<file path="src/rtl/inst_queue_pkg.sv">
// Shared constants and the queue entry layout {pred, pc, inst}, which the dispatcher reuses.
package inst_queue_pkg;

    localparam int INST_W = 32;
    localparam int ADDR_W = 32;
    localparam logic [INST_W-1:0] NOP_INST = 32'h00000013;

    typedef struct packed {
        logic              pred;
        logic [ADDR_W-1:0] pc;
        logic [INST_W-1:0] inst;
    } iq_entry_t;

    localparam int ENTRY_W = $bits(iq_entry_t);

endpackage

</file>
<file path="src/rtl/inst_queue_ram.sv">
// Entry storage: DEPTH x ENTRY_W register array, one synchronous write port.
// Latency: write visible on the cycle after the write edge; the read port is asynchronous.
// Backpressure: none; the caller owns all pointer and flow-control logic.
module inst_queue_ram
    import inst_queue_pkg::*;
#(
    parameter int DEPTH = 16,
    parameter int PTR_W = 4,
    parameter int W     = ENTRY_W
) (
    input  logic             clk,
    input  logic             we,
    input  logic [PTR_W-1:0] waddr,
    input  logic [W-1:0]     wdata,
    input  logic [PTR_W-1:0] raddr,
    output logic [W-1:0]     rdata
);

    logic [W-1:0] mem [DEPTH];

    always_ff @(posedge clk) begin
        if (we) begin
            mem[waddr] <= wdata;
        end
    end

    assign rdata = mem[raddr];

endmodule

</file>
<file path="src/rtl/inst_queue.sv">
// Fetch-to-dispatch circular instruction queue; optional same-cycle bypass under INST_QUEUE_BYPASS_EN.
// Latency: 1 cycle push-to-visible (0 cycles on bypass when empty); head outputs are combinational.
// Backpressure: IF_full holds the producer; rdy=0 freezes all state; flush clears everything.
module inst_queue
    import inst_queue_pkg::*;
#(
    parameter int DEPTH = 16,
    parameter int PTR_W = 4
) (
    input  logic              clk,
    input  logic              rst,
    input  logic              rdy,
    input  logic              flush,
    input  logic              IF_push,
    input  logic [INST_W-1:0] IF_inst,
    input  logic [ADDR_W-1:0] IF_pc,
    input  logic              IF_pred_jump,
    output logic              IF_full,
    output logic              ID_valid,
    output logic [INST_W-1:0] ID_inst,
    output logic [ADDR_W-1:0] ID_pc,
    output logic              ID_pred_jump,
    input  logic              ID_pop
);

    localparam logic [PTR_W:0] FULL_CNT = (PTR_W + 1)'(DEPTH);

    logic [PTR_W-1:0] head;
    logic [PTR_W-1:0] tail;
    logic [PTR_W:0]   count;
    iq_entry_t        wr_ent;
    iq_entry_t        rd_ent;
    logic             empty;
    logic             bypass;
    logic             push_ok;
    logic             pop_ok;
    logic             wr_en;
    logic             adv_head;

    assign empty   = (count == '0);
    assign IF_full = (count == FULL_CNT);

`ifdef INST_QUEUE_BYPASS_EN
    // Gated by rdy so a frozen queue also keeps its outputs frozen.
    assign bypass = empty & IF_push & rdy & ~flush;
`else
    assign bypass = 1'b0;
`endif

    assign ID_valid = ~empty | bypass;
    assign push_ok  = IF_push & ~IF_full;
    assign pop_ok   = ID_pop & ID_valid;

    // A bypassed entry that is popped in the same cycle never touches storage.
    assign wr_en    = rdy & ~flush & push_ok & ~(bypass & ID_pop);
    assign adv_head = pop_ok & ~bypass;

    assign wr_ent = {IF_pred_jump, IF_pc, IF_inst};

    inst_queue_ram #(
        .DEPTH (DEPTH),
        .PTR_W (PTR_W),
        .W     (ENTRY_W)
    ) u_ram (
        .clk   (clk),
        .we    (wr_en),
        .waddr (tail),
        .wdata (wr_ent),
        .raddr (head),
        .rdata (rd_ent)
    );

    always_ff @(posedge clk or posedge rst) begin
        if (rst) begin
            head  <= '0;
            tail  <= '0;
            count <= '0;
        end else if (rdy) begin
            if (flush) begin
                head  <= '0;
                tail  <= '0;
                count <= '0;
            end else begin
                if (wr_en) begin
                    tail <= tail + PTR_W'(1);
                end
                if (adv_head) begin
                    head <= head + PTR_W'(1);
                end
                case ({wr_en, adv_head})
                    2'b10:   count <= count + (PTR_W + 1)'(1);
                    2'b01:   count <= count - (PTR_W + 1)'(1);
                    default: count <= count;
                endcase
            end
        end
    end

    always_comb begin
        ID_inst      = '0;
        ID_pc        = '0;
        ID_pred_jump = 1'b0;
        if (bypass) begin
            ID_inst      = IF_inst;
            ID_pc        = IF_pc;
            ID_pred_jump = IF_pred_jump;
        end else if (!empty) begin
            ID_inst      = rd_ent.inst;
            ID_pc        = rd_ent.pc;
            ID_pred_jump = rd_ent.pred;
        end
    end

endmodule
</file>
<file path="config.mk">
export PLATFORM = sky130hd
export DESIGN_NAME = inst_queue
export DESIGN_NICKNAME = d
export VERILOG_FILES = /design/src/rtl/inst_queue_pkg.sv /design/src/rtl/inst_queue_ram.sv /design/src/rtl/inst_queue.sv
export SDC_FILE = /design/constraint.sdc
export NUM_CORES = 1
export LEC_CHECK = 0
export CORE_ASPECT_RATIO = 0.9
export CORE_MARGIN = 4
export CORE_UTILIZATION = 55
export CTS_BUF_LIST = sky130_fd_sc_hd__clkbuf_16
export DETAILED_ROUTE_END_ITERATION = 10
export PLACE_DENSITY_LB_ADDON = 0.3
export SETUP_SLACK_MARGIN = 0.05
export SKIP_LAST_GASP = 1
export SLEW_MARGIN = 20
export SYNTH_ARGS = -nofsm -noshare
export SYNTH_HDL_FRONTEND = slang
export SYNTH_SLANG_ARGS = --single-unit
export TNS_END_PERCENT = 20
</file>
<file path="constraint.sdc">
create_clock -name clk -period 5.15 [get_ports clk]
set_input_delay 1.03 -clock clk [delete_from_list [all_inputs] [get_ports clk]]
set_output_delay 1.03 -clock clk [all_outputs]
set_load 0.005 [all_outputs]
</file>
==> metrics <==
Cells after Synth 1,639; placed instance count roughly 2,700; status finished clean; final design utilization around 65%; clk buf depth 3; CP startpoint head[0]$_DFFE_PP0P_; Post-Layout Inst Area 0.0466 mm^2; antenna viol nets, final 0; count leader, synth edfxtp_1; port bufs 137; worst path required time 4120 ps; Avg Cell Area, Syn 24.6 um^2; Critical Path Most Common Cell mux4_2; min-delay worst type flip-flop to flip-flop; CORE AREA a little over 0.07 mm^2; crit share post-route 91.0%; # rows 93; Leakage 0.0142 uW; first-pass GRT wire length 128,000 um; via/cell ratio 6.33; max-cap viol count 0; Slew @ Worst Pin around 980 ps; CTS tree built; largest net degree at the start of global routing 66; Post-DP HPWL 43,400 um; Die Area 0.0778 mm^2; reg2reg path depth 9; met2 WL post-DR 43,400 um; htree depth 3; Area growth, synth to finish 15.3%; CP Depth 5; Relative slew margins 35.0%; met3 WL post-DR 6310 um; Fillers ~4,500; Die W 294 um; share of cells above drive strength 1 approximately 28%; Worst path top cell family by delay multiplexers; Post-CTS Setup Inserts 0; Worst-path clk slew 60 ps; Post-Syn Area 0.0404 mm^2; async set or reset register ratio after synthesis 1.23%; top cells by area, synth edfxtp_1, mux4_2, and2_1; commonest cells in the netlist edfxtp_1, mux4_2, and2_1; number of global-route vias before repair 19,100; Hold Path Origin count[0]$_DFFE_PP0P_; CP Capture Type primary output; CP startpoint kind flip-flop; slowest stage delay, CP around 750 ps; library cells used by synthesis 43; CTS sink cnt 1,053; Buf/Inv on CP 2; Pwr Density 435 mW/mm^2; FF/Latch Area 0.0316 mm^2; initial antenna violation count 5; sequential area share after synthesis 78.2%; Root Buffer clkbuf_16; Tot GR Track Use 22.6%; unrepaired setup endpoints after global routing no; DRC violations left 0; top sig layer met5; wire length per cell between 30 and 40 um; placed inst area 0.0433 mm^2; IO Count 138; achievable frequency around 210 MHz; critical path class flip-flop to primary output; Yosys top cell by area edfxtp_1; gr ovfl total 0; Post-CTS Resized 0; WL met1 ~35,000 um; Hold Path Depth 1; GP Congestion 0.750; clock latency on the worst-skew pair 650 ps; Arr. time, crit path 3660 ps; total power 20,300 uW; Tmin final 4690 ps; via count roughly 18,000; final number of hold-violating endpoints 0; height of the die 265 um; FF-to-FF Start count[2]$_DFFE_PP0P_; area share of the largest cell type after synthesis 77.4%; Num CTS Buffers 100; Setup-failing EPs final 0; TNS Setup 0 ps; Initial Util 55.9%; Final #Nets 1,916; Post-synth top flop edfxtp_1; Iteration-0 DRC Markers 1,907; synthesized flop and latch total roughly 1,100; synth warn 0; Post-CTS Hold Buffers 0; drt first pass iters 5; number of synthesized flops with an enable pin ~1,000; Post-Syn Nets 1,717; CP Max Fanout 26; Final Instance Count excl. Fillers 2,870; CP max-delay cell dfrtp_4; max-slew violation count 0; critical path cell sequence buf_4 > mux4_2 > mux4_2 > and2_1 > clkdlybuf4s50_1; Total Wirelength 86,300 um; area of the multi-input gates 0.00846 mm^2; peak supply drop between 0.4 and 0.5 mV; clk_skew 14.8 ps
[cells in the final DEF, fill, tap and decap left out, types with 2 or more instances in the layout]
cell type,Yosys,routed
clkinv_2,0,20
a21boi_0,2,2
nor3_1,2,2
ha_1,7,7
clkinv_1,0,17
buf_12,0,28
dfrtp_1,13,9
nand2_1,8,7
and4_4,0,4
clkinvlp_4,0,5
clkdlybuf4s50_1,0,137
edfxtp_1,1040,1040
bufinv_16,0,10
clkbuf_16,0,103
and2_1,77,65
inv_6,0,3
nor4_1,2,2
dfrtp_4,0,4
nand3b_1,2,2
xor2_1,2,2
nand4_1,2,2
and2_4,0,12
mux2i_1,2,2
o41ai_1,2,2
nor2_1,9,9
diode_2,0,3
o21ai_0,14,14
inv_1,8,29
clkinv_8,0,2
a21oi_1,3,3
o31a_1,2,2
buf_4,0,19
o211ai_1,2,2
mux4_2,325,325
nand3_1,5,5
a31oi_1,3,3
[layout make-up]
cell class / count / share of cell area (%)
Timing Repair Buffer: 184 / 4.46
Clock buffer: 103 / 5.54
Antenna cell: 3 / 0.0161
Inverter: 8 / 0.0645
Tap cell: 950 / 2.55
Sequential cell: 1053 / 67.8
Clock inverter: 78 / 1.37
Multi-Input combinational cell: 491 / 18.2
[metal layers]
layer	up-vias	global-route usage, %
met5	-	0
met4	6	4.79
met3	113	4.23
met2	800	36.9
met1	9771	32.7
li1	7488	-
[logic make-up after synthesis]
logic type / share of synthesized area (%)
compound gates: 0.629
xor+xnor: 0.0434
buf+inv: 0.952
flops: 78.2
fa+ha+maj: 0.217
mux: 18.2
simple gates: 1.79
[per-stage QoR]
step	worst slack, ps	hold WS [ps]
after floorplan	1220	516
after global placement	1100	574
after detailed placement	1020	577
after CTS	371	588
after global routing	242	622
final	465	589
[registers in the layout, summed over array words and instances (netlist names)]
register,count
count,5
head,4
tail,4
u_ram.mem,1040
[path summary, 6_finish.rpt]
path	end	slack, ps
worst max-delay path	ID_pc[23]	460
worst min-delay path	count[0]$_DFFE_PP0P_	590
worst max register to register	count[2]$_DFFE_PP0P_	2090
worst min register to register	count[0]$_DFFE_PP0P_	590
max in group asynchronous	head[0]$_DFFE_PP0P_	3980
min in group asynchronous	count[0]$_DFFE_PP0P_	750
[report_power, final]
group          switching [uW]  internal [uW]  total (uW)
Combinational            1470           1960        3430
Clock                    3050           4120        7170
Sequential                145           9520        9660
(Power assumes the default switching activity.)
